<file path="src/rtl/uart_pkg.sv">
// Shared types and helpers for the UART echo responder.
// Counters are CNT_W wide and saturate rather than wrap.
package uart_pkg;
  localparam int BYTE_W = 8;
  localparam int CNT_W  = 8;

  typedef enum logic [1:0] {IDLE, SEND, WAIT_DONE, GAP} state_t;

  function automatic logic [CNT_W-1:0] sat_add(input logic [CNT_W-1:0] cnt,
                                               input logic [1:0]       inc);
    logic [CNT_W:0] sum;
    sum = {1'b0, cnt} + {{(CNT_W-1){1'b0}}, inc};
    return sum[CNT_W] ? {CNT_W{1'b1}} : sum[CNT_W-1:0];
  endfunction
endpackage

</file>
<file path="src/rtl/uart_byte_fifo.sv">
// Synchronous FIFO, head combinational from storage; push lands at head next cycle.
// Push is accepted when not full or popping the same cycle; pop is ignored when empty.
module uart_byte_fifo #(
  parameter int DEPTH = 8,
  parameter int WIDTH = 8
) (
  input  logic                     clk,
  input  logic                     rstn,
  input  logic                     push,
  input  logic                     pop,
  input  logic [WIDTH-1:0]         wdata,
  output logic [WIDTH-1:0]         rdata,
  output logic                     full,
  output logic                     empty,
  output logic [$clog2(DEPTH):0]   count
);
  localparam int AW = $clog2(DEPTH);

  logic [WIDTH-1:0] mem [DEPTH];
  logic [AW-1:0]    wr_ptr;
  logic [AW-1:0]    rd_ptr;
  logic             do_push;
  logic             do_pop;

  assign full    = (count == (AW+1)'(DEPTH));
  assign empty   = (count == '0);
  assign do_pop  = pop && !empty;
  assign do_push = push && (!full || do_pop);
  assign rdata   = mem[rd_ptr];

  always_ff @(posedge clk or negedge rstn) begin
    if (!rstn) begin
      wr_ptr <= '0;
      rd_ptr <= '0;
      count  <= '0;
    end else begin
      if (do_push) wr_ptr <= wr_ptr + 1'b1;
      if (do_pop)  rd_ptr <= rd_ptr + 1'b1;
      case ({do_push, do_pop})
        2'b10:   count <= count + 1'b1;
        2'b01:   count <= count - 1'b1;
        default: count <= count;
      endcase
    end
  end

  // Storage needs no reset: pointers define what is valid.
  always_ff @(posedge clk) begin
    if (do_push) mem[wr_ptr] <= wdata;
  end
endmodule

</file>
<file path="src/rtl/uart_echo_responder.sv">
// Buffers received bytes and replays them to the transmitter; rx_done at N gives tx_start at N+2.
// Holds off while tx_busy or disabled; drops bytes into overflow_cnt when the FIFO is full.
module uart_echo_responder
  import uart_pkg::*;
#(
  parameter int DEPTH          = 8,
  parameter int GAP_CYCLES     = 16,
  parameter int TIMEOUT_CYCLES = 1_000_000
) (
  input  logic                     clk,
  input  logic                     rstn,
  input  logic                     enable,
  input  logic [BYTE_W-1:0]        rx_data,
  input  logic                     rx_done,
  input  logic                     rx_error,
  input  logic                     tx_busy,
  input  logic                     tx_done,
  output logic                     tx_start,
  output logic [BYTE_W-1:0]        tx_data,
  output logic [$clog2(DEPTH):0]   fifo_count,
  output logic [CNT_W-1:0]         overflow_cnt,
  output logic [CNT_W-1:0]         err_cnt
);
  localparam int TMAX = (TIMEOUT_CYCLES > GAP_CYCLES) ? TIMEOUT_CYCLES : GAP_CYCLES;
  localparam int TW   = (TMAX < 2) ? 1 : $clog2(TMAX + 1);
  localparam logic [TW-1:0] TO_LAST  = TW'(TIMEOUT_CYCLES - 1);
  localparam logic [TW-1:0] GAP_LAST = TW'(GAP_CYCLES);

  state_t            state;
  logic [TW-1:0]     timer;
  logic [BYTE_W-1:0] fifo_rdata;
  logic              fifo_full;
  logic              fifo_empty;
  logic              rx_ok;
  logic              pop;
  logic              push;
  logic              timeout_hit;
  logic              drop;
  logic              rx_bad;

  assign rx_ok       = rx_done && !rx_error;
  assign rx_bad      = rx_done && rx_error;
  assign pop         = (state == SEND);
  assign push        = rx_ok && (!fifo_full || pop);
  assign drop        = rx_ok && fifo_full && !pop;
  // A tx_done arriving on the last timeout cycle still counts as a completion.
  assign timeout_hit = (state == WAIT_DONE) && !tx_done && (timer == TO_LAST);

  uart_byte_fifo #(
    .DEPTH (DEPTH),
    .WIDTH (BYTE_W)
  ) u_fifo (
    .clk   (clk),
    .rstn  (rstn),
    .push  (push),
    .pop   (pop),
    .wdata (rx_data),
    .rdata (fifo_rdata),
    .full  (fifo_full),
    .empty (fifo_empty),
    .count (fifo_count)
  );

  always_ff @(posedge clk or negedge rstn) begin
    if (!rstn) begin
      overflow_cnt <= '0;
      err_cnt      <= '0;
    end else begin
      overflow_cnt <= sat_add(overflow_cnt, {1'b0, drop});
      err_cnt      <= sat_add(err_cnt, {1'b0, rx_bad} + {1'b0, timeout_hit});
    end
  end

  always_ff @(posedge clk or negedge rstn) begin
    if (!rstn) begin
      state    <= IDLE;
      timer    <= '0;
      tx_start <= 1'b0;
      tx_data  <= '0;
    end else begin
      case (state)
        IDLE: begin
          tx_start <= 1'b0;
          if (enable && !fifo_empty && !tx_busy) begin
            state    <= SEND;
            tx_start <= 1'b1;
            tx_data  <= fifo_rdata;
          end
        end
        SEND: begin
          tx_start <= 1'b0;
          timer    <= '0;
          state    <= WAIT_DONE;
        end
        WAIT_DONE: begin
          if (tx_done || timeout_hit) begin
            timer <= '0;
            state <= GAP;
          end else begin
            timer <= timer + 1'b1;
          end
        end
        GAP: begin
          if (timer == GAP_LAST) begin
            timer <= '0;
            state <= IDLE;
          end else begin
            timer <= timer + 1'b1;
          end
        end
        default: begin
          tx_start <= 1'b0;
          timer    <= '0;
          state    <= IDLE;
        end
      endcase
    end
  end
endmodule

</file>
<file path="config.mk">
export PLATFORM = sky130hd
export DESIGN_NAME = uart_echo_responder
export DESIGN_NICKNAME = d
export VERILOG_FILES = /design/src/rtl/uart_pkg.sv /design/src/rtl/uart_byte_fifo.sv /design/src/rtl/uart_echo_responder.sv
export SDC_FILE = /design/constraint.sdc
export NUM_CORES = 1
export LEC_CHECK = 0
export ABC_AREA = 1
export CAP_MARGIN = 20
export CORE_UTILIZATION = 58
export CTS_BUF_LIST = sky130_fd_sc_hd__clkbuf_16
export DETAILED_ROUTE_END_ITERATION = 12
export PLACE_DENSITY_LB_ADDON = 0.3
export SYNTH_ARGS = -nofsm -noshare
export SYNTH_HDL_FRONTEND = slang
export SYNTH_SLANG_ARGS = --single-unit
</file>
<file path="constraint.sdc">
create_clock -name clk -period 3 [get_ports clk]
set_clock_uncertainty 0.15 [all_clocks]
set_input_delay 0.6 -clock clk [delete_from_list [all_inputs] [get_ports clk]]
set_output_delay 0.6 -clock clk [all_outputs]
set_load 0.1 [all_outputs]
</file>
Word-level counts from Yosys, hierarchy flattened --
Memories as Yosys holds them, arrays and structs flattened. A register that Yosys moved wholly into a read port is not among the register bits. Cells that the tools add are included. W data, S select, Z words.
Storage, ports and cells: bits in registers 49, RAM bits 64, input bits 15, output and inout bits 29, logic and storage cells 70, memories kept 1
Memories:
- u_fifo.mem | words 8, width 8, read ports 1, clocked after memory_dff 1, wr ports 1, line uart_byte_fifo.sv:19 | logic [WIDTH-1:0] mem [DEPTH];
Cells by class: add/subtract/negate cells 8, reduce and logical (&&, ||, !) cells 28, mux-type cells 14, equality and inequality tests 11
Operators with widths (count):
- $pmux W20 S3 | 1
- $mux W20 | 2
- $add A20 B1 Y20 const B | 1
- $eq A20 B20 Y1 const B | 1
- $eq A20 B5 Y1 const B | 1
- $mux W8 | 2
- $logic_and A1 B1 Y1 | 11
- $add A8 B1 Y9 | 1
- $add A8 B2 Y9 | 1
- $pmux W2 S4 | 1
- $pmux W4 S2 | 1
- $logic_not A1 Y1 | 7
- $add A3 B1 Y3 const B | 2
- $eq A2 B2 Y1 const B | 3
- $mux W2 | 3
- $add A4 B1 Y4 const B | 1
- $eq A2 B1 Y1 const B | 2
- $eq A4 B4 Y1 const B | 1
- $logic_not A4 Y1 | 1
- $ne A2 B2 Y1 const B | 2
- $reduce_bool A2 Y1 | 2
- $sub A4 B1 Y4 const B | 1
- $logic_or A1 B1 Y1 | 3
- $mux W1 | 3
- other kinds (7) | 7

Logic depth before layout (Yosys ltp) --
depth after elaboration 7, gate-level depth with buffers 15, gate-level depth less buffers 15

By module --
From an unflattened synthesis, not the netlist that was laid out.
Unflattened totals: cell total of the unflattened synthesis 608, area total of the unflattened synthesis 5899.4 um2
Modules (own cells, without submodules):
- uart_byte_fifo | area an instance 3118.0 um2, instances 1, cells an instance 255
- uart_echo_responder | area an instance 2781.4 um2, instances 1, cells an instance 353

Worst setup path before layout --
OpenSTA, ideal clock, no wires.
path kind reg2reg, start register err_cnt[0], end register err_cnt[6], library setup time 0.083 ns, arrival 2.425 ns, stages on the path, launching flop included 9, required time 2.767 ns, slack 0.342 ns, clock period less this slack 2.658 ns, cells stage by stage dfrtp_1 -> inv_1 -> fa_1 -> inv_1 -> ha_1 -> nand2_1 -> nor4_1 -> nand2_1 -> o21ai_0
On the way: cells in the longest elaborated chain, start to end 2
RTL lines:
- start, declared | line uart_echo_responder.sv:22 | output logic [CNT_W-1:0] err_cnt
- start signal, assigned | line uart_echo_responder.sv:70 | err_cnt <= sat_add(err_cnt, {1'b0, rx_bad} + {1'b0, timeout_hit});
- $add A8 B2 Y9 | line uart_pkg.sv:12 | sum = {1'b0, cnt} + {{(CNT_W-1){1'b0}}, inc};
- $mux W8 | line uart_pkg.sv:13 | return sum[CNT_W] ? {CNT_W{1'b1}} : sum[CNT_W-1:0];
No other way between the ends. A chain may end at the register's enable or synchronous reset.

Final worst setup path --
start register state[0], end register err_cnt[2]
On the way: cells in the longest elaborated chain, start to end 6
RTL lines:
- start, declared | line uart_echo_responder.sv:29 | state_t state;
- start signal, assigned | line uart_echo_responder.sv:76 | state <= IDLE;
- start signal, assigned | line uart_echo_responder.sv:85 | state <= SEND;
- start signal, assigned | line uart_echo_responder.sv:93 | state <= WAIT_DONE;
- $eq A2 B2 Y1 | line uart_echo_responder.sv:47 | assign timeout_hit = (state == WAIT_DONE) && !tx_done && (timer == TO_LAST);
- $logic_and A1 B1 Y1 (2 in series) | line uart_echo_responder.sv:47
- $add A1 B1 Y2 | line uart_echo_responder.sv:70
- $add A8 B2 Y9 | line uart_pkg.sv:12
- $mux W8 | line uart_pkg.sv:13
No other way between the ends.

==> results.cfg <==
[outcome]
status = completed

[cts]
ctsRootBufferMaster = clkbuf_16
clock_latency_ns = 0.41
h-tree-depth = 4
cts_tree = yes
cts_sinks = 121
clkTransAtPathRegs_ns = 0.06
numCtsBuffers = 17
cts_setup_buffers = 0
cts_max_path_buffers = 2

[global_route]
grt_overflow_total = 0
grt_max_degree = 34
grt_pass1_vias = 4277
grt_usage = 0.267
antenna_found_initial = 0
grt_pass1_wl_mm = 20.5

[floorplanning]
fp.dieH_um = 102
die_area_sq_um = 10300
initial_core_util = 0.612
rows = 35
coreArea_sq_um = 9420
io_pins = 44
die_x_um = 102

[sta]
hold_violations = 0
period_needed_ns = 2.78
slew_viol_final = 0
worst_pin_slew_ns = 0.789
min_period_over_period = 0.925
final-setup-viol-count = 0
rsz0062_at_grt = yes
slew_headroom = 0.472
clock.fmax_ghz = 0.360

[critical_path]
worstPathRequired_ns = 3.18
cp-start-kind = flip-flop
setup.worst_path.end_class = flip-flop
r2r_cells = 14
critPathKind = flip-flop to flip-flop
crit_fanout = 7
arrival_ns = 2.96

[synthesis]
ys_types = 31
yosysTopAreaCell = edfxtp_1
seq_area_frac_synth = 0.581
synthTopCellsByArea = edfxtp_1, dfrtp_1, nand2_1
synthDominantCellAreaShare = 0.334
ys_ff_latch = 121
synthCells = 589
yosysWarnings = 0
syn-num-nets = 620
synthesis.area_sq_um = 5760
syn_area_per_cell_sq_um = 9.78

[finish]
stdcell_area_sq_um = 6920
area_delta_synth_final_pct = 20.2
antenna_cells = 0
drive_gt1_frac = 0.162
fin_nets = 683
postLayoutCoreUtil = 0.735
final_cell_mix = nand2_1, nor2_1, edfxtp_1
layout_commonest_cell = nand2_1

[drt]
wl_per_cell_um = 16.0
vias = 4431
drt_iter0_markers = 302
drc = 0
antenna_left = 0
wl_mm = 12.7
via_per_inst = 5.58
dr.pass1.iters = 5

[worst_hold_path]
hold_depth = 2
hp-class = flip-flop to flip-flop

[flow_run]
drv_cap = 0

[pwr]
vdd_drop_max_uv = 933
cellLeakagePower_nw = 3.00
power.density_nw_per_um2 = 1020

[place]
place_area_sq_um = 6310
place_congestion = 0.858
port_buffers = 43
dpl.hpwl_mm = 8.16
[layout make-up]
cell class	instances	area (sq um)
inverters	51	191
fillers	628	2490
flip-flops and latches	121	3350
well taps	129	161
repair buffers	62	498
clock buffers	17	425
multi-input cells	399	2130
clock inverters	15	166
[metal layers]
metal,vias up,track usage,wire [um]
met4,0,0.0981,241
met5,-,0,0
met2,178,0.441,6290
met3,25,0.0725,880
met1,2107,0.339,5330
li1,2121,-,-
[through the flow]
stage | total power, mW | setup TNS [ns] | instances | setup WS, ns | hold WS (ns)
4_1_cts | 7.08 | 0 | 794 | 0.204 | 0.370
3_3_place_gp | 4.95 | 0 | 761 | 0.00373 | 0.351
3_5_place_dp | 5.03 | -0.178 | 761 | -0.0584 | 0.349
5_1_grt | 7.40 | -0.0736 | 794 | -0.0335 | 0.390
6_report | 7.07 | 0 | 794 | 0.225 | 0.370
2_1_floorplan | 4.37 | 0 | 589 | 0.342 | 0.154
[worst max-delay path, cell delays in order, from the launching register on]
cell and delay (ns):
dfrtp_1 0.42, inv_1 0.12, ha_1 0.19, inv_1 0.05
nor2_1 0.12, nand2_1 0.06, nor2_1 0.10, nand3_2 0.11
fa_1 0.40, inv_1 0.09, ha_1 0.17, nand2_1 0.09
nor4_2 0.29, nand2_1 0.21, o21ai_0 0.13
[where the power goes]
group	total (mW)	leakage (nW)	internal, mW	switching [mW]
clock network	2.04	0.276	1.24	0.799
logic	2.78	1.41	0.677	2.10
registers	2.26	1.31	2.02	0.239
[cells by family (layout without fill, tap and decap cells)]
kind of cell | count (synthesis) | in the layout | synth area share
AO/OA/AOI/OAI | 76 | 76 | 0.0769
XOR/XNOR | 19 | 19 | 0.0289
flip-flops | 121 | 121 | 0.581
buffers and inverters | 69 | 145 | 0.0498
AND/OR/NAND/NOR | 288 | 288 | 0.227
adder cells (fa/ha/maj) | 16 | 16 | 0.0361
[cells in the mapped netlist, drive strengths merged]
master    n
inv      50
nor2     78
xnor2     4
edfxtp   64
o221ai   16
o21ai    55
nand3    45
nand4    13
nor4      1
clkbuf   11
buf       7
fa        1
or2       3
o21a      1
nor3      8
clkinv    1
dfrtp    57
ha       15
nand2   134
xor2     15
a21oi     4
nand3b    6
[worst paths after layout]
check / end / slack (ns) / start
hold / removal: tx_data[6] / 0.37 / tx_data[6]
max in group asynchronous: u_fifo.count[3] / 1.58 / rstn
setup reg to reg: err_cnt[2] / 0.22 / state[0]
setup / recovery: err_cnt[2] / 0.22 / state[0]
hold reg to reg: tx_data[6] / 0.37 / tx_data[6]
min in group asynchronous: tx_data[5] / 0.50 / rstn
[flip-flops by register name, indices dropped and copies added, names as in the netlist]
| name | cells |
|---|---|
| timer | 20 |
| overflow_cnt | 8 |
| u_fifo.rd_ptr | 3 |
| u_fifo.wr_ptr | 3 |
| tx_start | 1 |
| u_fifo.mem | 64 |
| state | 2 |
| err_cnt | 8 |
| tx_data | 8 |
| u_fifo.count | 4 |
[repair_timing]
item,4_1_cts,5_1_grt
endpoints found under the hold margin,16,0
hold buffers,1,0
endpoints found under the setup margin,0,6
resized for setup,0,1
(Power assumes the default switching activity.)
